`src/rtl/vga_draw_sched.sv`:
```
// Frame draw scheduler: arbitrates one framebuffer plot port among three
// drawing requesters (erase, wall, bird) once per display frame, and holds
// the picture frozen after a collision until the player restarts.
//
// Ports
//   clk, resetn           clock, asynchronous active-low reset
//   frame_tick            one-cycle pulse per display frame
//   collision, go         collision level, restart key level
//   req, done             per-requester request level / completion pulse
//   x_in, y_in, colour_in packed per-requester coordinates and colour
//   plot_in               per-requester pixel write strobe
//   grant                 registered one-hot owner of the plot port
//   x, y, colour, plot    plot port muxed from the granted requester
//   busy, frozen          in a draw phase / in game-over freeze
//   frame_count           completed frames (wraps)
//   overrun, timeout_err  sticky error flags
module vga_draw_sched #(
  parameter logic [15:0] TIMEOUT = 16'd20000
) (
  input  logic        clk,
  input  logic        resetn,
  input  logic        frame_tick,
  input  logic        collision,
  input  logic        go,
  input  logic [2:0]  req,
  input  logic [2:0]  done,
  input  logic [23:0] x_in,
  input  logic [20:0] y_in,
  input  logic [8:0]  colour_in,
  input  logic [2:0]  plot_in,
  output logic [2:0]  grant,
  output logic [7:0]  x,
  output logic [6:0]  y,
  output logic [2:0]  colour,
  output logic        plot,
  output logic        busy,
  output logic        frozen,
  output logic [7:0]  frame_count,
  output logic        overrun,
  output logic        timeout_err
);

  localparam int unsigned WD_W = 16;

  typedef enum logic [2:0] {
    IDLE   = 3'd0,
    ERASE  = 3'd1,
    WALL   = 3'd2,
    BIRD   = 3'd3,
    FROZEN = 3'd4
  } state_t;

  state_t            state_q, state_d;
  logic [WD_W-1:0]   wd_q, wd_d;
  logic              pend_q, pend_d;
  logic              latch_q, latch_d;
  logic              ovr_d, tmo_d, fc_inc;
  logic              in_phase, owner_done, phase_end;

  // First requested phase among the bits left set in mask, in draw order.
  function automatic state_t pick_phase(input logic [2:0] mask);
    if (mask[0])      return ERASE;
    else if (mask[1]) return WALL;
    else if (mask[2]) return BIRD;
    else              return IDLE;
  endfunction

  function automatic logic [2:0] grant_of(input state_t s);
    case (s)
      ERASE:   return 3'b001;
      WALL:    return 3'b010;
      BIRD:    return 3'b100;
      default: return 3'b000;
    endcase
  endfunction

  assign in_phase   = (state_q == ERASE) || (state_q == WALL) || (state_q == BIRD);
  // grant always mirrors state_q, so it selects the owner's done bit.
  assign owner_done = |(done & grant);
  assign phase_end  = owner_done || (wd_q == (TIMEOUT - 16'd1));

  // Next-state and flag update logic.
  always_comb begin
    state_d = state_q;
    wd_d    = wd_q + WD_W'(1);
    pend_d  = pend_q;
    latch_d = latch_q | collision;
    ovr_d   = overrun;
    tmo_d   = timeout_err;
    fc_inc  = 1'b0;

    if (in_phase && frame_tick) begin
      if (pend_q) ovr_d = 1'b1;
      pend_d = 1'b1;
    end

    case (state_q)
      IDLE: begin
        wd_d = '0;
        if (latch_q) begin
          state_d = FROZEN;
        end else if (frame_tick || pend_q) begin
          pend_d  = 1'b0;
          state_d = pick_phase(req);
          if (req == 3'b000) fc_inc = 1'b1;
        end
      end
      ERASE, WALL, BIRD: begin
        if (phase_end) begin
          wd_d = '0;
          if (!owner_done) tmo_d = 1'b1;
          // Skip phases not requested at the decision point.
          case (state_q)
            ERASE:   state_d = pick_phase(req & 3'b110);
            WALL:    state_d = pick_phase(req & 3'b100);
            default: state_d = IDLE;
          endcase
          if (state_d == IDLE) fc_inc = 1'b1;
        end
      end
      FROZEN: begin
        wd_d   = '0;
        pend_d = 1'b0;
        if (go && !collision) begin
          latch_d = 1'b0;
          state_d = IDLE;
        end
      end
      default: state_d = IDLE;
    endcase
  end

  // State and registered outputs.
  always_ff @(posedge clk or negedge resetn) begin
    if (!resetn) begin
      state_q     <= IDLE;
      wd_q        <= '0;
      pend_q      <= 1'b0;
      latch_q     <= 1'b0;
      grant       <= 3'b000;
      busy        <= 1'b0;
      frozen      <= 1'b0;
      frame_count <= 8'd0;
      overrun     <= 1'b0;
      timeout_err <= 1'b0;
    end else begin
      state_q     <= state_d;
      wd_q        <= wd_d;
      pend_q      <= pend_d;
      latch_q     <= latch_d;
      grant       <= grant_of(state_d);
      busy        <= (state_d == ERASE) || (state_d == WALL) || (state_d == BIRD);
      frozen      <= (state_d == FROZEN);
      frame_count <= frame_count + 8'(fc_inc);
      overrun     <= ovr_d;
      timeout_err <= tmo_d;
    end
  end

  // Plot port mux; grant is one-hot or zero.
  always_comb begin
    x      = '0;
    y      = '0;
    colour = '0;
    if (grant[0]) begin
      x = x_in[7:0];   y = y_in[6:0];   colour = colour_in[2:0];
    end else if (grant[1]) begin
      x = x_in[15:8];  y = y_in[13:7];  colour = colour_in[5:3];
    end else if (grant[2]) begin
      x = x_in[23:16]; y = y_in[20:14]; colour = colour_in[8:6];
    end
  end

  assign plot = |(plot_in & grant);

endmodule

```
`config.mk`:
```
export PLATFORM = sky130hd
export DESIGN_NAME = vga_draw_sched
export DESIGN_NICKNAME = d
export VERILOG_FILES = /design/src/rtl/vga_draw_sched.sv
export SDC_FILE = /design/constraint.sdc
export NUM_CORES = 1
export LEC_CHECK = 0
export BUFFER_PORTS_ARGS = -buffer_cell sky130_fd_sc_hd__buf_2
export CAP_MARGIN = 20
export CORE_MARGIN = 3
export CORE_UTILIZATION = 49
export DETAILED_ROUTE_END_ITERATION = 6
export HOLD_SLACK_MARGIN = 0.02
export PLACE_DENSITY = 0.87
export SLEW_MARGIN = 20
export SYNTH_ARGS = -nofsm -noshare
export SYNTH_HDL_FRONTEND = slang
export SYNTH_SLANG_ARGS = --single-unit
```
`constraint.sdc`:
```
create_clock -name clk -period 7.2 [get_ports clk]
set_input_delay 0.72 -clock clk [delete_from_list [all_inputs] [get_ports clk]]
set_output_delay 0.72 -clock clk [all_outputs]
set_load 0.01 [all_outputs]
```
==> run metrics <==
CTS tree built; via count 1965; antenna-violating nets left 0; fraction of registers with async set/reset 1.00; postcts setup bufs 0; RSZ-0062 raised after global routing false; post-cts sizing count 0; crit path to frame_count[7]; initial antenna violation count 0; IO buf count 101; CP delay by family, top simple AND/OR/NAND/NOR gates; Synth warnings 0; clk slew on worst S/H paths 0.06 ns; worst vdd ir 156 µV; R2R Path Start wd_q[7]; core area 3800 µm²; layout cells sized above 1 0.363; Max Fanout on Critical Path 4; worst-skew pair later-pin latency 0.29 ns; Mapped Nets 294; Ports 102; # setup viols final 0; Stages on worst setup path 9; clk_skew 0.00552 ns; nature of the critical path endpoint flip-flop; Inst Count DP 361; drt via density 5.34; Placed Area 2520 µm²; CTS buffer count 5; DRT iter0 DRCs 64; Die ar. 4900 µm²; most common cell in the netlist dfrtp_1; post-synthesis sequential area ratio 0.449; Avg Inst Size Synth 9.01 µm²; clock sinks 36; Hold Crit Class reg2reg; Slew HR 0.351; leading area contributor after synthesis dfrtp_1; Antenna Cells 0; Achievable Freq 343 MHz; pwr dens 168 nW/µm²; largest net degree at the start of global routing 40; Post-Layout Cell Count 368; Critical Path Start Type flip-flop; Final Max Tran Viols 0; data required time of the worst path 7.37 ns; Unique masters post-synth 38; register-to-register setup slack 4.29 ns; Lkg Pwr 1.30 nW; Crit. Startpoint wd_q[7]; status complete, no violations; WP buf/inv 0; critical path's slowest cell or4_4; Std-Cell Rows 22; worst-case clock buffer depth 2; total negative slack 0 ns; Horiz. Die Dim 70.0 µm; period utilisation layout 0.404; Post-Syn Instances 223; die extent in y 70.0 µm; DR WL/cell 13.9 µm; Cell Area, Synth 2010 µm²; FF-to-FF End frame_count[7]; final core utilization 0.685; Max-Cap Viols 0; Starting Density 0.529; Tot GR Track Use 0.206; dominant synthesized flop cell dfrtp_1; GPL Wtd Cong 0.838; Yosys reg bits 36; fin crit period 2.91 ns; Worst Tran Pin Value 0.973 ns; Final Cell Area 2600 µm²; WL final 5110 µm; top cells by area, synth dfrtp_1 (45%), a22oi_1 (7.1%), nand2_1 (5.2%), o21ai_0 (5.2%), xnor2_1 (5.2%); global-route wire length before repair 8160 µm; critical path type reg2reg; Post-CTS Hold Fix Bufs 0; vias in the first global route 1830; CTS H-tree depth 2; HPWL Detailed 3930 µm; EDFF count, synth 0; root buffer cell clkbuf_8; final hold vios 0; grt ovf 0; crit-path cells or4_1 > or4_4 > a21oi_2 > a22o_1 > ha_1 > and3_1 > nand3_1 > or2_2 > xnor2_1; Nets 391; top cell type's share of synthesized area 0.449; drt drc 0; CP arrival 3.09 ns; drt pass-1 iters 5; crit-path max cell delay 0.55 ns; Worst R2R Path Depth 9; Synth-to-Final Area Change 29.7%; synth cell count leaders dfrtp_1 (36), nand2_1 (28), nor2_1 (24), o21ai_0 (21), a22oi_1 (19)
[worst min-delay path by stage]
stage / startpoint / to / slack, ns / depth (start not counted)
floorplan: resetn / busy / 0.42 / 0
global placement: overrun / overrun / 0.45 / 1
detailed placement: overrun / overrun / 0.45 / 1
CTS: overrun / overrun / 0.48 / 1
global route: overrun / overrun / 0.49 / 1
finish: frame_count[7] / frame_count[7] / 0.47 / 1
[power breakdown]
group / switching (mW) / internal (mW)
Sequential: 0.0143 / 0.215
Clock: 0.0651 / 0.0656
Combinational: 0.0408 / 0.0367
[final cells by class]
cell class                 count  area, µm²
timing repair buffer         101        505
inverter                       9       33.8
clock buffer                   6       72.6
multi-input combinational    167       1030
sequential                    36        901
tap                           48       60.1
clock inverter                 1       5.00
fill                         320       1190
[per-layer routing]
metal | wire length [µm] | track usage | vias to the layer above
met5 | 0 | 0 | -
met1 | 2050 | 0.238 | 913
met2 | 2560 | 0.355 | 72
met4 | 78 | 0.0702 | 0
li1 | - | - | 970
met3 | 422 | 0.0705 | 10
[cells in the final DEF (no fill, tap or decap), types with 3 or more instances in the layout]
cell type / netlist / final
or2_2: 3 / 3
xnor2_1: 12 / 12
and3_1: 5 / 5
nand2b_1: 4 / 4
dfrtp_1: 36 / 36
nor2_1: 24 / 24
inv_1: 9 / 9
buf_2: 1 / 101
nand3_1: 10 / 10
nand4_1: 3 / 3
nor2b_1: 4 / 3
o21ai_0: 21 / 21
xor2_1: 8 / 8
clkbuf_8: 0 / 5
nand2_1: 28 / 28
ha_1: 3 / 3
a22oi_1: 19 / 19
[stage by stage]
step / hold WS (ns) / worst slack [ns] / total power, mW
global placement: 0.449 / 4.35 / 0.309
CTS: 0.475 / 4.06 / 0.445
detailed placement: 0.452 / 4.28 / 0.311
floorplan: 0.424 / 4.42 / 0.268
finish: 0.472 / 4.29 / 0.438
global route: 0.493 / 4.16 / 0.463
[flip-flops by register name (all words and copies together) (netlist names)]
register	cells
pend_q	1
latch_q	1
frozen	1
wd_q	16
busy	1
overrun	1
timeout_err	1
frame_count	8
state_q	3
grant	3
[cells by family (layout without fill, tap and decap cells)]
kind of cell	Yosys count	count (layout)	synth area share
adder cells (fa/ha/maj)	3	3	0.0187
AO/OA/AOI/OAI	54	54	0.189
XOR/XNOR	20	20	0.0872
AND/OR/NAND/NOR	90	90	0.214
flip-flops	36	36	0.449
buffers and inverters	20	117	0.0417
Note: power is estimated with default switching activity, not from simulation.
